[config.mk]
export PLATFORM = sky130hd
export DESIGN_NAME = pps_source_ctrl
export DESIGN_NICKNAME = d
export VERILOG_FILES = /design/src/rtl/pueo_time_pkg.sv /design/src/rtl/pps_period_checker.sv /design/src/rtl/pps_source_ctrl.sv
export SDC_FILE = /design/constraint.sdc
export NUM_CORES = 1
export LEC_CHECK = 0
export ABC_AREA = 1
export CAP_MARGIN = 20
export CORE_MARGIN = 2
export CORE_UTILIZATION = 40
export DETAILED_ROUTE_END_ITERATION = 12
export PLACE_DENSITY = 0.65
export REMOVE_ABC_BUFFERS = 1
export SYNTH_ARGS = -nofsm -noshare
export SYNTH_HDL_FRONTEND = slang
export SYNTH_SLANG_ARGS = --single-unit
[constraint.sdc]
create_clock -name sys_clk_i -period 4.01 [get_ports sys_clk_i]
set_clock_uncertainty 0.2 [all_clocks]
set_input_delay 0.6015 -clock sys_clk_i [delete_from_list [all_inputs] [get_ports sys_clk_i]]
set_output_delay 0.6015 -clock sys_clk_i [all_outputs]
set_load 0.02 [all_outputs]
[src/rtl/pueo_time_pkg.sv]
// Shared types for the PUEO time core: PPS controller states, verdict flags
// and the nominal PPS period.
package pueo_time_pkg;

    typedef enum logic [1:0] {
        ST_INT      = 2'd0,
        ST_QUAL     = 2'd1,
        ST_LOCKED   = 2'd2,
        ST_HOLDOVER = 2'd3
    } pps_ctrl_state_t;

    localparam logic [31:0] PPS_NOM_PERIOD_DEFAULT = 32'd125000000;

    typedef struct packed {
        logic good;
        logic bad;
        logic miss;
    } pps_verdict_t;

endpackage

[src/rtl/pps_period_checker.sv]
// External PPS period checker: counts sysclk cycles between edges and issues
// a registered good/bad/miss verdict. Last-period capture under PPS_SOURCE_CTRL_STATS_EN.
module pps_period_checker
    import pueo_time_pkg::*;
#(
    parameter logic [31:0] NOM_PERIOD = PPS_NOM_PERIOD_DEFAULT
) (
    input  logic         sys_clk_i,
    input  logic         sys_rst_n_i,
    input  logic         ctrl_en_i,
    input  logic         ext_edge_i,
    input  logic [15:0]  tol_i,
    output pps_verdict_t verdict_o,
    output logic [31:0]  last_period_o
);

    logic [31:0] cnt;
    logic        armed;
    logic [32:0] period_w;
    logic [32:0] diff_w;
    logic [32:0] limit_w;
    logic        in_tol;
    logic        period_valid;
    logic        miss_hit;

    always_comb begin
        period_w     = {1'b0, cnt} + 33'd1;
        diff_w       = (period_w >= {1'b0, NOM_PERIOD}) ? (period_w - {1'b0, NOM_PERIOD})
                                                        : ({1'b0, NOM_PERIOD} - period_w);
        limit_w      = {1'b0, NOM_PERIOD} + {17'd0, tol_i} + 33'd1;
        in_tol       = (diff_w <= {17'd0, tol_i});
        period_valid = ctrl_en_i && armed && ext_edge_i;
        // edge wins over miss; miss only fires once because it disarms
        miss_hit     = ctrl_en_i && armed && !ext_edge_i && (period_w >= limit_w);
    end

    always_ff @(posedge sys_clk_i or negedge sys_rst_n_i) begin
        if (!sys_rst_n_i) begin
            cnt       <= '0;
            armed     <= 1'b0;
            verdict_o <= '0;
        end else begin
            if (ext_edge_i)
                cnt <= '0;
            else if (cnt != '1)
                cnt <= cnt + 32'd1;

            if (!ctrl_en_i)
                armed <= 1'b0;
            else if (ext_edge_i)
                armed <= 1'b1;
            else if (miss_hit)
                armed <= 1'b0;

            verdict_o.good <= period_valid && in_tol;
            verdict_o.bad  <= period_valid && !in_tol;
            verdict_o.miss <= miss_hit;
        end
    end

`ifdef PPS_SOURCE_CTRL_STATS_EN
    logic [31:0] last_period_q;

    always_ff @(posedge sys_clk_i or negedge sys_rst_n_i) begin
        if (!sys_rst_n_i)
            last_period_q <= '0;
        else if (period_valid)
            last_period_q <= period_w[32] ? '1 : period_w[31:0];
    end

    assign last_period_o = last_period_q;
`else
    assign last_period_o = '0;
`endif

endmodule

[src/rtl/pps_source_ctrl.sv]
// PPS source sequencer: qualifies external PPS, selects int/ext PPS with holdover,
// and schedules second-loads after a PPS flag. Statistics under PPS_SOURCE_CTRL_STATS_EN.
module pps_source_ctrl
    import pueo_time_pkg::*;
#(
    parameter logic [31:0] NOM_PERIOD = PPS_NOM_PERIOD_DEFAULT,
    parameter              SYSCLKTYPE = "NONE"
) (
    input  logic        sys_clk_i,
    input  logic        sys_rst_n_i,
    input  logic        ctrl_en_i,
    input  logic        ext_edge_i,
    input  logic        pps_flag_i,
    input  logic [15:0] tol_i,
    input  logic [3:0]  qual_count_i,
    input  logic        sec_load_req_i,
    input  logic [31:0] sec_load_val_i,
    output logic        use_ext_pps_o,
    output logic        en_int_pps_o,
    output logic        load_sec_o,
    output logic [31:0] update_sec_o,
    output logic        sec_load_busy_o,
    output logic [1:0]  state_o,
    output logic [7:0]  lost_count_o,
    output logic [31:0] last_period_o
);

    pps_verdict_t    verdict;
    pps_ctrl_state_t state_q, state_d;
    logic [3:0]      good_run_q, good_run_d;
    logic [3:0]      qual_need;

    (* CUSTOM_CC_SRC = SYSCLKTYPE *) logic use_ext_q;
    (* CUSTOM_CC_SRC = SYSCLKTYPE *) logic en_int_q;

    pps_period_checker #(
        .NOM_PERIOD(NOM_PERIOD)
    ) u_checker (
        .sys_clk_i    (sys_clk_i),
        .sys_rst_n_i  (sys_rst_n_i),
        .ctrl_en_i    (ctrl_en_i),
        .ext_edge_i   (ext_edge_i),
        .tol_i        (tol_i),
        .verdict_o    (verdict),
        .last_period_o(last_period_o)
    );

    assign qual_need = (qual_count_i == 4'd0) ? 4'd1 : qual_count_i;

    always_comb begin
        state_d    = state_q;
        good_run_d = good_run_q;
        if (!ctrl_en_i) begin
            state_d    = ST_INT;
            good_run_d = '0;
        end else begin
            case (state_q)
                ST_INT: begin
                    state_d    = ST_QUAL;
                    good_run_d = '0;
                end
                ST_QUAL, ST_HOLDOVER: begin
                    if (verdict.good) begin
                        if (({1'b0, good_run_q} + 5'd1) >= {1'b0, qual_need}) begin
                            state_d    = ST_LOCKED;
                            good_run_d = '0;
                        end else begin
                            good_run_d = good_run_q + 4'd1;
                        end
                    end else if (verdict.bad || verdict.miss) begin
                        good_run_d = '0;
                    end
                end
                ST_LOCKED: begin
                    if (verdict.bad || verdict.miss) begin
                        state_d    = ST_HOLDOVER;
                        good_run_d = '0;
                    end
                end
                default: begin
                    state_d    = ST_INT;
                    good_run_d = '0;
                end
            endcase
        end
    end

    always_ff @(posedge sys_clk_i or negedge sys_rst_n_i) begin
        if (!sys_rst_n_i) begin
            state_q    <= ST_INT;
            good_run_q <= '0;
            use_ext_q  <= 1'b0;
            en_int_q   <= 1'b0;
        end else begin
            state_q    <= state_d;
            good_run_q <= good_run_d;
            use_ext_q  <= (state_q == ST_LOCKED);
            en_int_q   <= 1'b1;
        end
    end

    assign state_o       = state_q;
    assign use_ext_pps_o = use_ext_q;
    assign en_int_pps_o  = en_int_q;

`ifdef PPS_SOURCE_CTRL_STATS_EN
    logic       lost_evt;
    logic [7:0] lost_q;

    assign lost_evt = (state_q == ST_LOCKED) && (state_d == ST_HOLDOVER);

    always_ff @(posedge sys_clk_i or negedge sys_rst_n_i) begin
        if (!sys_rst_n_i)
            lost_q <= '0;
        else if (lost_evt && (lost_q != '1))
            lost_q <= lost_q + 8'd1;
    end

    assign lost_count_o = lost_q;
`else
    assign lost_count_o = '0;
`endif

    logic        busy_q;
    logic        load_q;
    logic [31:0] upd_q;
    logic        fire;

    // busy stays up through the strobe cycle, so mask it there to avoid a re-fire
    assign fire = pps_flag_i && ((busy_q && !load_q) || sec_load_req_i);

    always_ff @(posedge sys_clk_i or negedge sys_rst_n_i) begin
        if (!sys_rst_n_i) begin
            busy_q <= 1'b0;
            load_q <= 1'b0;
            upd_q  <= '0;
        end else begin
            load_q <= fire;
            if (sec_load_req_i)
                upd_q <= sec_load_val_i;
            if (sec_load_req_i)
                busy_q <= 1'b1;
            else if (load_q)
                busy_q <= 1'b0;
        end
    end

    assign load_sec_o      = load_q;
    assign update_sec_o    = upd_q;
    assign sec_load_busy_o = busy_q;

endmodule

==> impl_metrics.env, run 1 <==
export IMPL_first_pass_iters=7
export IMPL_clock_power_share=0.401
export IMPL_drv_slew=0
export IMPL_synthArstFlopShare=1.00
export IMPL_cts_buffers_inserted=9
export IMPL_p_sw_frac=0.289
export IMPL_cts_tree="yes"
export IMPL_die_w_um=148
export IMPL_place_inst=1968
export IMPL_drtIter0Drc=889
export IMPL_ctsHoldBuffers=0
export IMPL_setup_slack_ns=-0.561
export IMPL_antennaDiodeCount=0
export IMPL_path_delay_family="simple AND/OR/NAND/NOR gates"
export IMPL_std_cell_rows=52
export IMPL_hold_class="primary input to async pin"
export IMPL_cp_common_cell="nand2_1"
export IMPL_grt_ovfl_total=0
export IMPL_ys_seq_elements=78
export IMPL_drt_total_wl_um=31500
export IMPL_clk_pin_slew_ns=0.07
export IMPL_status="finished with violations"
export IMPL_vias_per_cell=4.99
export IMPL_cts_sink_count=78
export IMPL_synth_edf_count=0
export IMPL_cp_max_fo=6
export IMPL_synth_main_ff_cell="dfrtp_1"
export IMPL_hold_violations=0
export IMPL_stdcell_count=2044
export IMPL_synth_most_common_cell="nand2_1"
export IMPL_arrival_ns=4.62
export IMPL_dp_final_hpwl_um=23400
export IMPL_synth_common_cells="491 x nand2_1, 146 x inv_1, 145 x nor2_1"
export IMPL_postRouteAntennaNets=0
export IMPL_netlist_area_um2=8310
export IMPL_vdd_ir_drop_max_mv=0.180
export IMPL_leakage_nw=6.75
export IMPL_die_y_um=148
export IMPL_period_minus_slack_ns=4.57
export IMPL_maxSlewHeadroom=0.632
export IMPL_grt_pass1_wl_um=47100
export IMPL_area_growth_pct=57.6
export IMPL_critPathRequiredTime_ns=4.05
export IMPL_setup_viol=2
export IMPL_whs_ns=0.0312
export IMPL_avgSynthCellArea_um2=6.11
export IMPL_clk_insertion_delay_late_ns=0.35
export IMPL_timing_fmax_mhz=219
export IMPL_place_gp_congestion=0.992
export IMPL_die_area_um2=22000
export IMPL_fin_nets=1874
export IMPL_clockBufferDepth=2
export IMPL_yosysTopAreaCell="dfrtp_1"
export IMPL_io_pins=136
export IMPL_drc=0
export IMPL_synth_distinct_cells=42
export IMPL_crit_buf_inv=9
export IMPL_tightest_slew_ns=0.552
export IMPL_cp_end_kind="flip-flop"
export IMPL_grt_start_max_net_pins=79
export IMPL_drive_gt1_frac=0.333
export IMPL_synth_area_top_cells="dfrtp_1 23%, nand2_1 22%, nand3_1 7.2%, ha_1 7.1%, inv_1 6.6%"
export IMPL_violations="negative setup slack"
export IMPL_internal_power_w=0.00165
export IMPL_rsz0062_at_grt="yes"
export IMPL_core_um2=20300
export IMPL_syn_inst=1361
export IMPL_worst_setup_path_type="flip-flop to flip-flop"
export IMPL_powerDensity_nw_per_um2=177
export IMPL_start_util=0.410
export IMPL_cpPeakStageDelay_ns=0.43
export IMPL_seqPwrFrac=0.363
export IMPL_port_buffer_count=95
export IMPL_grt_use_total=0.271
export IMPL_h_tree_depth=3
export IMPL_combinationalPowerShare=0.236
export IMPL_wl_per_cell_um=15.4
export IMPL_fin_crit_sh=1.14
export IMPL_grt_pass1_vias=9281
export IMPL_antenna_found_initial=0
export IMPL_clock_root_buffer="clkbuf_16"
export IMPL_switching_power_w=0.000672
export IMPL_power_w=0.00232
export IMPL_synth_top_cell_area_share=0.235
export IMPL_ys_seq_area_frac=0.235
export IMPL_ys_warn_count=0
export IMPL_vias=10200
export IMPL_max_cap_viol_count=0
export IMPL_slowest_stage="dfrtp_1"
export IMPL_cp_start_kind="flip-flop"
export IMPL_final_core_util=0.645
-- cell type report --
type	instances	area, µm²
timing repair buffer	418	3480
tap	270	338
clock buffer	11	253
clock inverter	5	81.3
multi-input combinational	1106	6400
sequential	78	1950
inverter	156	593
fill	1783	7200
-- kinds of logic after synthesis --
kind of cell | synth area share
compound gates | 0.0694
other cells | 0.000903
flops | 0.235
fa+ha+maj | 0.0707
buf+inv | 0.121
xor+xnor | 0.0442
simple gates | 0.459
-- placed cells by master, fill, tap and decap left out, types with 6 or more instances in the layout --
cell type        count
inv_2               16
nand3b_1             7
xor2_1              31
clkdlybuf4s50_1     83
conb_1              41
inv_1              136
nor2_1             102
o21ai_0             18
nand3_1            101
nand3_2             21
a21oi_1             56
nand2_1            437
ha_4                 7
nand2_4             24
o21ai_2              7
dfrtp_1             76
buf_6               21
o21ai_1              7
nand2_2             64
xnor2_1              7
nor2_4              40
nor2_2              30
clkbuf_16            9
ha_1                40
buf_4              302
nand4_1             16
dlymetal6s2s_1       6
-- per-stage QoR --
stage	worst slack [ns]	cell area, µm²	TNS, ns
after floorplan	-1.03	8040	-2.03
after global placement	-0.813	11300	-2.71
after detailed placement	-0.827	11300	-2.85
after CTS	-0.485	12300	-0.896
after global routing	-0.840	13100	-1.69
final	-0.561	13100	-1.08
-- power by group through the flow --
stage          clock, W  combinational [W]  sequential (W)
6_report       0.000933           0.000549        0.000843
5_1_grt        0.000975           0.000596        0.000847
4_1_cts        0.000948           0.000512        0.000843
3_5_place_dp          0           0.000486        0.000855
3_3_place_gp          0           0.000481        0.000855
2_1_floorplan         0           0.000179        0.000897
-- layer usage --
metal  track usage  vias to the layer above  routed length, µm
li1              -                     5026                  -
met1         0.392                     4757              14200
met2         0.425                      365              14500
met3        0.0408                       47               2220
met4        0.0638                        0                616
met5             0                        -                  0
-- what timing repair did --
item,in CTS,in global routing
setup endpoints to repair,4,4
pin swaps,64,114
buffers inserted,27,31
gates resized for setup,119,160
cloned,0,1
-- worst reg2reg max path, delay by kind of cell (launching register included) --
family / cells / cell delay (ns)
and+or+nand+nor: 26 / 2.42
buffers and inverters: 9 / 0.86
DFF: 1 / 0.43
adders and majority gates: 1 / 0.29
xor gates and xnor gates: 1 / 0.16
AOI/OAI and AO/OA: 2 / 0.15
-- registers in the layout, summed over array words and instances, names as in the netlist --
signal and count:
en_int_pps_o 1, good_run_q 4, load_sec_o 1, sec_load_busy_o 1, state_o 2, u_checker.armed 1
u_checker.cnt 32, u_checker.verdict_o 3, update_sec_o 32, use_ext_pps_o 1
-- final timing paths --
path                                               start                          endpoint  slack [ns]  cells past startpoint
setup / recovery           u_checker.cnt[12]$_DFFE_PN0P_  u_checker.verdict_o[1]$_DFF_PN0_       -0.56                     39
hold / removal                               sys_rst_n_i           use_ext_pps_o$_DFF_PN0_        0.03                      1
setup reg to reg           u_checker.cnt[12]$_DFFE_PN0P_  u_checker.verdict_o[1]$_DFF_PN0_       -0.56                     39
hold reg to reg             update_sec_o[18]$_DFFE_PN0P_      update_sec_o[18]$_DFFE_PN0P_        0.27                      2
max in group asynchronous                    sys_rst_n_i       update_sec_o[6]$_DFFE_PN0P_        2.96                      2
min in group sys_clk_i      update_sec_o[18]$_DFFE_PN0P_      update_sec_o[18]$_DFFE_PN0P_        0.27                      2
Note: power is estimated with default switching activity, not from simulation.
==> inputs of run 2 (changes only) <==
- CORE_ASPECT_RATIO: not set -> 2
- CORE_MARGIN: 2 -> 8
==> impl_metrics.env, run 2 (synthesized netlist as in run 1, its figures left out) <==
export IMPL_status="finished with violations"
export IMPL_violations="negative setup slack"
export IMPL_cp_end_kind="flip-flop"
export IMPL_leakage_nw=6.85
export IMPL_final_core_util=0.659
export IMPL_place_ws_ns=-0.964
export IMPL_hold_class="flip-flop to flip-flop"
export IMPL_drt_total_wl_um=38200
export IMPL_rrSetupSlack_ns=-0.47
export IMPL_clock_power_share=0.381
export IMPL_period_minus_slack_ns=4.48
export IMPL_io_pins=136
export IMPL_cp_max_fo=6
export IMPL_r2r_end="u_checker.verdict_o[2]$_DFF_PN0_"
export IMPL_vias=10700
export IMPL_internal_power_w=0.00158
export IMPL_h_tree_depth=3
export IMPL_start_util=0.406
export IMPL_cpPeakStageDelay_ns=0.46
export IMPL_core_um2=20500
export IMPL_clk_pin_slew_ns=0.08
export IMPL_antennaDiodeCount=0
export IMPL_grt_use_total=0.283
export IMPL_stdcell_count=2070
export IMPL_min_to="update_sec_o[15]$_DFFE_PN0P_"
export IMPL_whs_ns=0.268
export IMPL_drv_slew=0
export IMPL_fin_nets=1904
export IMPL_clock_root_buffer="clkbuf_16"
export IMPL_grt_start_max_net_pins=79
export IMPL_first_pass_iters=5
export IMPL_clk_insertion_delay_late_ns=0.36
export IMPL_fill_cells=1768
export IMPL_worst_setup_path_type="flip-flop to flip-flop"
export IMPL_max_cap_viol_count=0
export IMPL_hold_violations=0
export IMPL_p_sw_frac=0.318
export IMPL_clockBufferDepth=2
export IMPL_arrival_ns=4.58
export IMPL_critPathRequiredTime_ns=4.11
export IMPL_setup_slack_ns=-0.473
export IMPL_cts_tree="yes"
export IMPL_timing_fmax_mhz=223
export IMPL_cp_start_kind="flip-flop"
export IMPL_final_common_cell="nand2_1"
export IMPL_r2r_start="u_checker.cnt[13]$_DFFE_PN0P_"
export IMPL_place_gp_congestion=1.02
export IMPL_tightest_slew_ns=0.539
export IMPL_fin_crit_sh=1.12
export IMPL_slowest_stage="dfrtp_1"
export IMPL_layout_common_cells="426 x nand2_1, 332 x buf_4, 133 x inv_1"
export IMPL_crit_buf_inv=3
export IMPL_hp_start="update_sec_o[15]$_DFFE_PN0P_"
export IMPL_std_cell_rows=74
export IMPL_port_buffer_count=95
export IMPL_grt_pass1_wl_um=56100
export IMPL_cts_sink_count=78
export IMPL_power_w=0.00231
export IMPL_grt_pass1_vias=10800
export IMPL_die_w_um=118
export IMPL_switching_power_w=0.000737
export IMPL_wl_per_cell_um=18.5
export IMPL_seqPwrFrac=0.365
export IMPL_reg2reg_depth=34
export IMPL_drc=0
export IMPL_path_delay_family="simple AND/OR/NAND/NOR gates"
export IMPL_area_growth_pct=62.2
export IMPL_cts_buffers_inserted=9
export IMPL_place_inst=1971
export IMPL_cp_common_cell="nor2_1"
export IMPL_combinationalPowerShare=0.255
export IMPL_drtIter0Drc=602
export IMPL_antenna_found_initial=0
export IMPL_drive_gt1_frac=0.360
export IMPL_die_y_um=220
export IMPL_hold_depth=2
export IMPL_setup_viol=2
export IMPL_vdd_ir_drop_max_mv=0.299
export IMPL_postRouteAntennaNets=0
export IMPL_powerDensity_nw_per_um2=171
export IMPL_grt_ovfl_total=0
export IMPL_rsz0062_at_grt="yes"
export IMPL_die_area_um2=25900
export IMPL_vias_per_cell=5.16
export IMPL_maxSlewHeadroom=0.641
export IMPL_dp_final_hpwl_um=28300
## run 2: power by group through the flow
stage,Sequential [W],Clock [W],Combinational [W]
after floorplan,0.000897,0,0.000179
after global placement,0.000855,0,0.000499
after detailed placement,0.000856,0,0.000503
after CTS,0.000843,0.000889,0.000540
after global routing,0.000848,0.000920,0.000636
final,0.000843,0.000881,0.000589
## run 2: how the worst max path moves through the flow
stage	from	endpoint	slack [ns]	cells after the start
finish	u_checker.cnt[13]$_DFFE_PN0P_	u_checker.verdict_o[2]$_DFF_PN0_	-0.47	34
global route	u_checker.cnt[0]$_DFFE_PN0P_	u_checker.verdict_o[1]$_DFF_PN0_	-0.73	34
detailed placement	tol_i[0]	u_checker.verdict_o[0]$_DFF_PN0_	-0.96	27
floorplan	u_checker.cnt[0]$_DFFE_PN0P_	u_checker.verdict_o[2]$_DFF_PN0_	-1.03	33
CTS	u_checker.cnt[1]$_DFFE_PN0P_	u_checker.verdict_o[2]$_DFF_PN0_	-0.37	37
global placement	tol_i[2]	u_checker.verdict_o[0]$_DFF_PN0_	-0.94	26
## run 2: layout make-up
type                       count  area [µm²]  share of cell area
multi-input combinational   1106        6590               0.488
timing repair buffer         448        3710               0.275
inverter                     156         593              0.0440
clock buffer                   9         225              0.0167
sequential                    78        1960               0.145
clock inverter                 7        81.3             0.00603
tap                          266         333              0.0247
## run 2: worst min-delay path: stages, from the launching register on
cell	delay, ns
dfrtp_1	0.34
nand2_1	0.05
nand2_1	0.05
## run 2: stage by stage
step	cell area, µm²	TNS (ns)
4_1_cts	12800	-0.709
3_5_place_dp	11400	-3.67
5_1_grt	13500	-1.51
3_3_place_gp	11400	-3.53
2_1_floorplan	8040	-2.03
6_report	13500	-0.937
## run 2: what timing repair did
item                                   in CTS  in global routing
endpoints found under the hold margin       0                 18
gates cloned                                1                  1
pin swaps                                  79                 95
setup endpoints to repair                   4                  4
resized for setup                         181                142
buffers inserted                           54                 27
hold buffers                                0                  1
## run 2: metal layers
layer	GRT usage	routed length (µm)	vias to the layer above
met4	0.296	3850	0
met1	0.227	11900	4912
met3	0.0649	2250	197
met5	0	0	-
met2	0.537	20300	474
li1	-	-	5098
==> inputs of run 3 (changes only) <==
- ABC_AREA: 1 -> not set
- CORE_MARGIN: 8 -> 5
- PLACE_DENSITY: 0.65 -> 0.66
==> impl_metrics.env, run 3 <==
export IMPL_rsz0062_at_grt="yes"
export IMPL_synthArstFlopShare=1.00
export IMPL_clk_insertion_delay_late_ns=0.36
export IMPL_antennaDiodeCount=0
export IMPL_timing_fmax_mhz=201
export IMPL_maxSlewHeadroom=0.343
export IMPL_grt_start_max_net_pins=79
export IMPL_fin_crit_sh=1.24
export IMPL_cp_start_kind="flip-flop"
export IMPL_drv_slew=0
export IMPL_grt_use_total=0.264
export IMPL_die_area_um2=21200
export IMPL_tightest_slew_ns=0.985
export IMPL_postRouteAntennaNets=0
export IMPL_clk_pin_slew_ns=0.07
export IMPL_io_pins=136
export IMPL_path_delay_family="compound AO/OA/AOI/OAI gates"
export IMPL_area_growth_pct=53.6
export IMPL_rrSetupSlack_ns=-0.96
export IMPL_drive_gt1_frac=0.377
export IMPL_cp_end_kind="flip-flop"
export IMPL_fin_nets=1325
export IMPL_slowest_stage="or3_4"
export IMPL_core_um2=18100
export IMPL_ctsHoldBuffers=0
export IMPL_synth_edf_count=0
export IMPL_setup_viol=4
export IMPL_reg2reg_depth=24
export IMPL_crit_chain="ha_2 -> and4_4 -> a41oi_1 -> a2111oi_4 -> buf_4 -> o21ai_2 -> buf_4 -> or3_4 -> nor4_4 -> buf_4 -> nor3_2 -> xor2_1 -> ha_1 -> nor2b_1 -> o21a_1 -> o21a_1 -> o21ai_1 -> a21oi_1 -> nor2_1 -> nor2_2 -> o221ai_2 -> and3_1 -> o211ai_1 -> o31a_1"
export IMPL_synth_most_common_cell="dfrtp_1"
export IMPL_crit_buf_inv=3
export IMPL_status="finished with violations"
export IMPL_r2r_end="u_checker.verdict_o[1]$_DFF_PN0_"
export IMPL_period_minus_slack_ns=4.97
export IMPL_hold_violations=0
export IMPL_worst_setup_path_type="flip-flop to flip-flop"
export IMPL_cts_tree="yes"
export IMPL_wl_per_cell_um=19.9
export IMPL_hold_class="primary input to async pin"
export IMPL_port_buffer_count=95
export IMPL_ys_warn_count=0
export IMPL_powerDensity_nw_per_um2=195
export IMPL_clockBufferDepth=2
export IMPL_synth_compound_area_frac=0.171
export IMPL_die_w_um=106
export IMPL_antenna_found_initial=0
export IMPL_avgSynthCellArea_um2=8.50
export IMPL_leakage_nw=5.21
export IMPL_max_cap_viol_count=0
export IMPL_setup_slack_ns=-0.955
export IMPL_cp_max_fo=3
export IMPL_synth_common_cells="78 x dfrtp_1, 65 x a21oi_1, 62 x xnor2_1"
export IMPL_synthMuxAreaShare=0.0648
export IMPL_drt_total_wl_um=28700
export IMPL_clock_root_buffer="clkbuf_16"
export IMPL_critPathRequiredTime_ns=4.04
export IMPL_yosysTopAreaCell="dfrtp_1"
export IMPL_arrival_ns=5.00
export IMPL_synthXorXnorAreaFrac=0.0921
export IMPL_dp_final_hpwl_um=22700
export IMPL_synth_main_ff_cell="dfrtp_1"
export IMPL_ys_seq_area_frac=0.267
export IMPL_cts_buffers_inserted=9
export IMPL_cp_common_cell="buf_4"
export IMPL_violations="negative setup slack"
export IMPL_synth_top_family_by_area="simple AND/OR/NAND/NOR gates"
export IMPL_r2r_start="u_checker.cnt[0]$_DFFE_PN0P_"
export IMPL_netlist_area_um2=7300
export IMPL_whs_ns=0.184
export IMPL_final_core_util=0.618
export IMPL_cpPeakStageDelay_ns=0.41
export IMPL_place_gp_congestion=0.981
export IMPL_ys_seq_elements=78
export IMPL_std_cell_rows=70
export IMPL_die_y_um=201
export IMPL_start_util=0.402
export IMPL_synth_top_cell_area_share=0.267
export IMPL_vdd_ir_drop_max_mv=0.209
export IMPL_grt_ovfl_total=0
export IMPL_synth_area_top_cells="dfrtp_1 27%, ha_1 8.1%, xnor2_1 7.4%, mux2_2 5.2%, buf_4 4.7%"
export IMPL_synth_distinct_cells=75
export IMPL_final_common_cell="buf_4"
export IMPL_grt_pass1_vias=8403
export IMPL_vias=8201
export IMPL_first_pass_iters=5
export IMPL_drc=0
export IMPL_syn_inst=858
export IMPL_grt_pass1_wl_um=43600
export IMPL_synth_simple_gate_area_frac=0.232
export IMPL_vias_per_cell=5.69
export IMPL_drtIter0Drc=406
export IMPL_synth_fa_ha_area_frac=0.0806
export IMPL_cts_sink_count=78
export IMPL_layout_common_cells="284 x buf_4, 84 x clkdlybuf4s50_1, 75 x dfrtp_1"
export IMPL_tns_ns=-1.96
export IMPL_h_tree_depth=3
-- run 3: cell count changes in the layout (fill, tap and decap cells not counted), sizes merged, moves of 55 or more --
cell,before,now
nor2,174,56
buf,355,293
nand2,525,45
xnor2,8,63
nand3,127,36
inv,157,53
-- run 3: timing repair --
| item | 4_1_cts | 5_1_grt |
|---|---|---|
| gates cloned | 0 | 0 |
| pin swaps | 38 | 36 |
| buffers inserted | 21 | 18 |
| setup endpoints to repair | 4 | 4 |
| hold endpoints to repair | 0 | 0 |
| resized for setup | 49 | 88 |
-- run 3: worst max path at each step --
stage	startpoint	to	slack (ns)	cells past startpoint
finish	u_checker.cnt[0]$_DFFE_PN0P_	u_checker.verdict_o[1]$_DFF_PN0_	-0.96	24
global route	u_checker.cnt[0]$_DFFE_PN0P_	u_checker.verdict_o[1]$_DFF_PN0_	-1.21	24
CTS	u_checker.cnt[5]$_DFFE_PN0P_	u_checker.verdict_o[1]$_DFF_PN0_	-0.91	21
detailed placement	u_checker.cnt[15]$_DFFE_PN0P_	u_checker.verdict_o[1]$_DFF_PN0_	-1.10	21
global placement	u_checker.cnt[15]$_DFFE_PN0P_	u_checker.verdict_o[1]$_DFF_PN0_	-1.06	20
floorplan	u_checker.cnt[0]$_DFFE_PN0P_	u_checker.verdict_o[1]$_DFF_PN0_	-1.61	19
-- run 3: cells by family after synthesis --
| logic type | count (synthesis) |
|---|---|
| AOI/OAI and AO/OA | 195 |
| xor gates and xnor gates | 75 |
| adders and majority gates | 47 |
| buffers and inverters | 125 |
| DFF | 78 |
| muxes | 43 |
| other | 2 |
| and+or+nand+nor | 293 |
-- run 3: final cells by class --
type                            count  area [µm²]
Inverter                           50         188
Tap cell                          216         270
Sequential cell                    78        1960
Clock buffer                       10         239
Clock inverter                      6        52.6
Timing Repair Buffer              387        3170
Multi-Input combinational cell    694        5340
Fill cell                        1583        6920
-- run 3: report_power, final --
part,internal [W],switching (W),total [W]
sequential,0.000826,0.0000204,0.000846
combinational,0.000264,0.000263,0.000527
clock,0.000446,0.000363,0.000809
total,0.00154,0.000646,0.00218
-- run 3: metal layers --
metal / track usage / share of wire
met5: 0 / 0
met4: 0.252 / 0.12
met3: 0.0393 / 0.046
met2: 0.507 / 0.54
met1: 0.219 / 0.30
-- run 3: metrics by stage --
step	std cells	total power (W)	instance area, µm²	worst slack [ns]
floorplan	822	0.00110	6970	-1.61
global placement	1388	0.00134	10100	-1.06
detailed placement	1388	0.00136	10100	-1.10
CTS	1425	0.00217	10700	-0.914
global route	1441	0.00227	11200	-1.21
finish	1441	0.00218	11200	-0.955
